## src/rtl/pixel_row_readout_pkg.sv

```systemverilog
// Shared sizing constants and types for the pixel sensor readout path.
package PixelSensorConfig;

  function automatic int idx_bits(input int n);
    return (n > 1) ? $clog2(n) : 1;
  endfunction

  localparam int PIXEL_ARRAY_WIDTH  = 2;
  localparam int PIXEL_ARRAY_HEIGHT = 2;
  localparam int PIXEL_BITS         = 8;
  localparam int ROW_IDX_BITS       = idx_bits(PIXEL_ARRAY_HEIGHT);
  localparam int COL_IDX_BITS       = idx_bits(PIXEL_ARRAY_WIDTH);

  typedef logic [PIXEL_BITS-1:0] pixel_t;

  typedef enum logic {
    S_IDLE   = 1'b0,
    S_STREAM = 1'b1
  } stream_state_t;

endpackage

```

## src/rtl/row_pingpong_buffer.sv

```systemverilog
// Two-entry row store with tags; a write lands one edge after wr_en, a read entry frees on rd_release.
// Backpressure: wr_accept is low only when both entries are full and none is released on that edge.
module row_pingpong_buffer
  import PixelSensorConfig::*;
#(
  parameter int ROW_BITS = PIXEL_ARRAY_WIDTH * PIXEL_BITS,
  parameter int TAG_BITS = ROW_IDX_BITS
) (
  input  logic                CLK,
  input  logic                RESET,
  input  logic                wr_en,
  input  logic [ROW_BITS-1:0] wr_data,
  input  logic [TAG_BITS-1:0] wr_row,
  output logic                wr_accept,
  input  logic                rd_release,
  output logic [ROW_BITS-1:0] rd_data,
  output logic [TAG_BITS-1:0] rd_row,
  output logic                rd_full,
  output logic [ROW_BITS-1:0] nxt_data,
  output logic [TAG_BITS-1:0] nxt_row,
  output logic                nxt_full,
  output logic                any_full
);

  logic [ROW_BITS-1:0] row_mem [2];
  logic [TAG_BITS-1:0] row_tag [2];
  logic [1:0]          full;
  logic                wr_ptr;
  logic                rd_ptr;

  // An entry released on this edge may be refilled on the same edge.
  assign wr_accept = wr_en && (!full[wr_ptr] || (rd_release && (rd_ptr == wr_ptr)));

  assign rd_data  = row_mem[rd_ptr];
  assign rd_row   = row_tag[rd_ptr];
  assign rd_full  = full[rd_ptr];
  assign nxt_data = row_mem[~rd_ptr];
  assign nxt_row  = row_tag[~rd_ptr];
  assign nxt_full = full[~rd_ptr];
  assign any_full = |full;

  always_ff @(posedge CLK) begin
    if (RESET) begin
      full   <= '0;
      wr_ptr <= 1'b0;
      rd_ptr <= 1'b0;
    end else begin
      if (rd_release) begin
        full[rd_ptr] <= 1'b0;
        rd_ptr       <= ~rd_ptr;
      end
      if (wr_accept) begin
        full[wr_ptr] <= 1'b1;
        wr_ptr       <= ~wr_ptr;
      end
    end
  end

  always_ff @(posedge CLK) begin
    if (wr_accept) begin
      row_mem[wr_ptr] <= wr_data;
      row_tag[wr_ptr] <= wr_row;
    end
  end

endmodule

```

## src/rtl/pixel_row_readout.sv

```systemverilog
// Captures sensor rows into a ping-pong buffer and streams them one pixel per beat; first beat one cycle after capture.
// OUT_READY low holds the beat stable; with both buffers full a new row is dropped and OVERFLOW sticks.
module pixel_row_readout
  import PixelSensorConfig::*;
#(
  parameter  int WIDTH  = PIXEL_ARRAY_WIDTH,
  parameter  int HEIGHT = PIXEL_ARRAY_HEIGHT,
  parameter  int BITS   = PIXEL_BITS,
  localparam int RW     = idx_bits(HEIGHT),
  localparam int CW     = idx_bits(WIDTH)
) (
  input  logic                  CLK,
  input  logic                  RESET,
  input  logic                  NEW_ROW,
  input  logic [WIDTH*BITS-1:0] PIXEL_DATA,
  input  logic                  FRAME_FINISHED,
  output logic [BITS-1:0]       OUT_DATA,
  output logic                  OUT_VALID,
  input  logic                  OUT_READY,
  output logic [RW-1:0]         OUT_ROW,
  output logic [CW-1:0]         OUT_COL,
  output logic                  OUT_FIRST,
  output logic                  OUT_LAST,
  output logic                  OVERFLOW,
  output logic                  BUSY
);

  localparam logic [RW-1:0] LAST_ROW = RW'(HEIGHT - 1);
  localparam logic [CW-1:0] LAST_COL = CW'(WIDTH - 1);

  stream_state_t         state;
  logic [RW-1:0]         cap_row;
  logic                  wr_accept, rd_full, nxt_full, any_full;
  logic                  rd_release, xfer, load;
  logic [WIDTH*BITS-1:0] rd_data, nxt_data, ld_data;
  logic [RW-1:0]         rd_row, nxt_row, ld_row;
  logic [CW-1:0]         ld_col;

  row_pingpong_buffer #(.ROW_BITS(WIDTH*BITS), .TAG_BITS(RW)) u_buf (
    .CLK        (CLK),
    .RESET      (RESET),
    .wr_en      (NEW_ROW),
    .wr_data    (PIXEL_DATA),
    .wr_row     (cap_row),
    .wr_accept  (wr_accept),
    .rd_release (rd_release),
    .rd_data    (rd_data),
    .rd_row     (rd_row),
    .rd_full    (rd_full),
    .nxt_data   (nxt_data),
    .nxt_row    (nxt_row),
    .nxt_full   (nxt_full),
    .any_full   (any_full)
  );

  assign xfer       = (state == S_STREAM) && OUT_VALID && OUT_READY;
  assign rd_release = xfer && (OUT_COL == LAST_COL);
  assign BUSY       = any_full || OUT_VALID;

  // Pick the next beat: start of a new row, next column, or back-to-back row.
  always_comb begin
    load    = 1'b0;
    ld_data = rd_data;
    ld_row  = rd_row;
    ld_col  = '0;
    if (state == S_IDLE) begin
      load = rd_full;
    end else if (xfer) begin
      if (OUT_COL != LAST_COL) begin
        load   = 1'b1;
        ld_col = OUT_COL + CW'(1);
      end else if (nxt_full) begin
        load    = 1'b1;
        ld_data = nxt_data;
        ld_row  = nxt_row;
      end
    end
  end

  always_ff @(posedge CLK) begin
    if (RESET) begin
      state     <= S_IDLE;
      cap_row   <= '0;
      OUT_DATA  <= '0;
      OUT_VALID <= 1'b0;
      OUT_ROW   <= '0;
      OUT_COL   <= '0;
      OUT_FIRST <= 1'b0;
      OUT_LAST  <= 1'b0;
      OVERFLOW  <= 1'b0;
    end else begin
      if (NEW_ROW && !wr_accept) OVERFLOW <= 1'b1;

      if (FRAME_FINISHED)  cap_row <= '0;
      else if (NEW_ROW)    cap_row <= (cap_row == LAST_ROW) ? '0 : cap_row + RW'(1);

      if (load) begin
        state     <= S_STREAM;
        OUT_VALID <= 1'b1;
        OUT_DATA  <= ld_data[int'(ld_col)*BITS +: BITS];
        OUT_ROW   <= ld_row;
        OUT_COL   <= ld_col;
        OUT_FIRST <= (ld_row == '0) && (ld_col == '0);
        OUT_LAST  <= (ld_row == LAST_ROW) && (ld_col == LAST_COL);
      end else if (xfer) begin
        state     <= S_IDLE;
        OUT_VALID <= 1'b0;
      end
    end
  end

endmodule

```

## config.mk

```make
export PLATFORM = sky130hd
export DESIGN_NAME = pixel_row_readout
export DESIGN_NICKNAME = d
export VERILOG_FILES = /design/src/rtl/pixel_row_readout_pkg.sv /design/src/rtl/row_pingpong_buffer.sv /design/src/rtl/pixel_row_readout.sv
export SDC_FILE = /design/constraint.sdc
export NUM_CORES = 1
export LEC_CHECK = 0
export CORE_ASPECT_RATIO = 1.75
export CORE_MARGIN = 3
export CORE_UTILIZATION = 50
export CTS_BUF_LIST = sky130_fd_sc_hd__clkbuf_2 sky130_fd_sc_hd__clkbuf_4 sky130_fd_sc_hd__clkbuf_8
export DETAILED_ROUTE_END_ITERATION = 10
export MAX_ROUTING_LAYER = met4
export PLACE_DENSITY = 0.76
export SYNTH_ARGS = -nofsm -noshare
export SYNTH_HDL_FRONTEND = slang
export SYNTH_SLANG_ARGS = --single-unit
```

## constraint.sdc

```tcl
create_clock -name CLK -period 4.1 [get_ports CLK]
set_input_delay 0.82 -clock CLK [delete_from_list [all_inputs] [get_ports CLK]]
set_output_delay 0.82 -clock CLK [all_outputs]
set_load 0.03 [all_outputs]
```

==> qor.csv <==
stage,metric,value,unit
worst_hold_path,hold_start,OUT_FIRST,
critical_path,slowest_delay,590,ps
cts,cts_tree,done,
sta,finalCriticalPeriod,2570,ps
yosys,synth_xor_area_share,0.807,%
critical_path,critPathCaptureType,register,
critical_path,crit_chain,clkdlybuf4s50_1 > nand3_4 > o21ai_0 > nand3_1 > inv_1,
sta,fmax,389,MHz
worst_hold_path,hold_path_class,register to register,
cts,clk_path_buf_depth,2,
yosys,synth_top_area_share,47.1,%
yosys,synth_ff_type,edfxtp_1,
global_routing,grt_pass1_vias,1374,
yosys,yosys_warnings,0,
finish,area_growth,21.6,%
die,io_pins,36,
yosys,synth_simple_gate_area_share,7.27,%
critical_path,r2r_cells,4,
yosys,synth_compound_area_share,10.6,%
critical_path,crit_type,primary input to register,
sta,grt_setup_unrepaired,false,
route,dr.pass1.iters,4,
die,start_util,52.3,%
route,final_antenna_net_count,0,
route,vias,1323,
sta,drv_slew,0,
sta,tightestPinTransition,742,ps
route,vias_per_cell,5.56,
yosys,synth_async_sr_flop_share,0,%
cts,clk_latency,290,ps
critical_path,start_kind,primary input,
route,drc,0,
route,drt_iter0_markers,39,
critical_path,timing.rr.start,state,
cts,post_cts_resized,0,
critical_path,critPathSlowestCell,clkdlybuf4s50_1,
die,die-height,93.1,µm
critical_path,path_depth,5,
die,die_x,55.8,µm
global_routing,antenna_found_initial,0,
finish,drive_gt1_share,12.2,%
sta,setup_tns,0,ps
yosys,avgSynthCellArea,14.5,µm²
sta,finalClockSkew,3.35,ps
route,wl_per_cell,16.1,µm
sta,hold_viol_final,0,
die,die_area,0.00520,mm²
yosys,yosys_register_bits,54,
die,rows,31,
sta,relSlewSlack,50.4,%
critical_path,worst-endpoint-required,4030,ps
placement,dpl.cell_count,230,
yosys,ys_seq_area_share,65.5,%
placement,dp_hpwl,2.70,mm
yosys,syn_nets,171,
power,powerDensity,408,mW/mm²
sta,setup_viol,0,
critical_path,critPathMaxFanout,17,
cts,cts.sinks,54,
die,core,0.00415,mm²
cts,root_buffer,clkbuf_8,
global_routing,gr-usage-all-layers,16.2,%
yosys,postSynthCellCount,150,
power,p_leak,0.992,nW
yosys,synth_top_family_by_area,multiplexers,
critical_path,startpoint,OUT_READY,
sta,fin_crit_sh,62.7,%
yosys,synthMuxAreaShare,12.9,%
placement,place_ws,1230,ps
yosys,netlist_area,0.00217,mm²
cts,cts_hold_buf,0,
finish,layoutNonFillerInstCount,238,
placement,place.port_buffers,35,
power,ir_worst_vdd,0.264,mV
worst_hold_path,hold_depth,2,
yosys,synthAdderAreaFrac,0,%
cts,cts-htree-levels,2,
yosys,synth.lib_cells_used.distinct,35,
global_routing,grt_pass1_wl,6.30,mm
finish,final_nets,209,
route,drt-total-wl,3.84,mm
cts,post_cts_buffers,0,
finish,antenna_cells,0,
yosys,synth.largest_area_cell,edfxtp_1,
yosys,ys_top_cells_by_area,"edfxtp_1 47%, dfxtp_1 18%, mux2i_1 8.8%",
sta,final.setup.worst_slack,1530,ps
outcome,status,finished clean,
critical_path,cp_top_family,buffers and inverters,
global_routing,grt_max_degree,22,
yosys,synth_edf_count,34,
global_routing,grt.overflow.total,0,
critical_path,path_buf_inv,2,
cts,clkSlewWorstSetupHoldPaths,90,ps
flow_run,drv_cap,0,
placement,place_congestion,0.769,
cts,cts_buffers,5,
critical_path,arrival,2500,ps
per-stage QoR:
step           hold slack [ps]  utilization (%)  instance area, µm²  power (mW)
4_1_cts                    468             63.6                2640        1.09
3_3_place_gp               449             61.4                2550       0.798
6_report                   469             63.6                2640        1.08
5_1_grt                    504             63.6                2640        1.12
3_5_place_dp               455             61.4                2550       0.805
2_1_floorplan              447                -                2170       0.737
registers in the layout (all words and copies together) (netlist names), 2 cells and up, named ones only:
register	count
OUT_DATA	8
u_buf.full	2
u_buf.row_tag	2
u_buf.row_mem	32
Yosys cell counts (all sizes together) (2+ instances only):
cell	number
nand2	7
inv	4
nand2b	8
xnor2	2
buf	3
nor2b	2
edfxtp	34
o211ai	3
dfxtp	20
nor2	2
clkbuf	3
nand3	2
a21o	3
o21ai	2
a21oi	5
mux2	8
mux2i	19
o22ai	9
kinds of logic after synthesis:
kind of cell	count (synthesis)
AOI/OAI and AO/OA	30
DFF	54
xor gates and xnor gates	2
buffers and inverters	10
and+or+nand+nor	27
muxes	27
cell type report:
type	count	area, µm²
flip-flops and latches	54	1420
well taps	49	61.3
multi-input cells	86	686
clock buffers	6	76.3
inverters	4	15.0
clock inverters	2	13.8
repair buffers	37	365
fillers	305	1510
layer usage:
| metal | share of wire, % | GRT usage [%] |
|---|---|---|
| met1 | 37 | 15.8 |
| met5 | 0 | - |
| met2 | 58 | 30.5 |
| met4 | 1.6 | 6.49 |
| met3 | 4.1 | 3.31 |
placed cells by master (no fill, tap or decap), types with 2 or more instances in the layout:
cell and instances:
clkdlybuf4s50_1 35, edfxtp_1 34, dfxtp_1 20, mux2i_1 19, o22ai_1 9, mux2_2 8
nand2b_1 8, nand2_1 7, a21oi_1 5, clkbuf_8 5, inv_1 4, a21o_1 3
o211ai_1 3, o21ai_0 2, nor2b_1 2, xnor2_1 2, nor2_1 2, buf_4 2
power breakdown:
part	internal [mW]	leakage [nW]	switching [mW]
Clock	0.127	0.0486	0.158
Combinational	0.0740	0.464	0.0861
Sequential	0.614	0.480	0.0173
Total	0.815	0.992	0.262
path summary, 6_finish.rpt:
| path | end | slack, ps |
|---|---|---|
| setup / recovery | u_buf.row_tag[0] | 1530 |
| hold / removal | OUT_FIRST | 470 |
| setup reg to reg | u_buf.row_tag[0] | 2140 |
| hold reg to reg | OUT_FIRST | 470 |
tightest hold or removal path, cell delays in order (launching register included):
cell and delay, ps:
dfxtp_1 320, nand2_1 50, o2bb2ai_1 60
(Power assumes the default switching activity.)
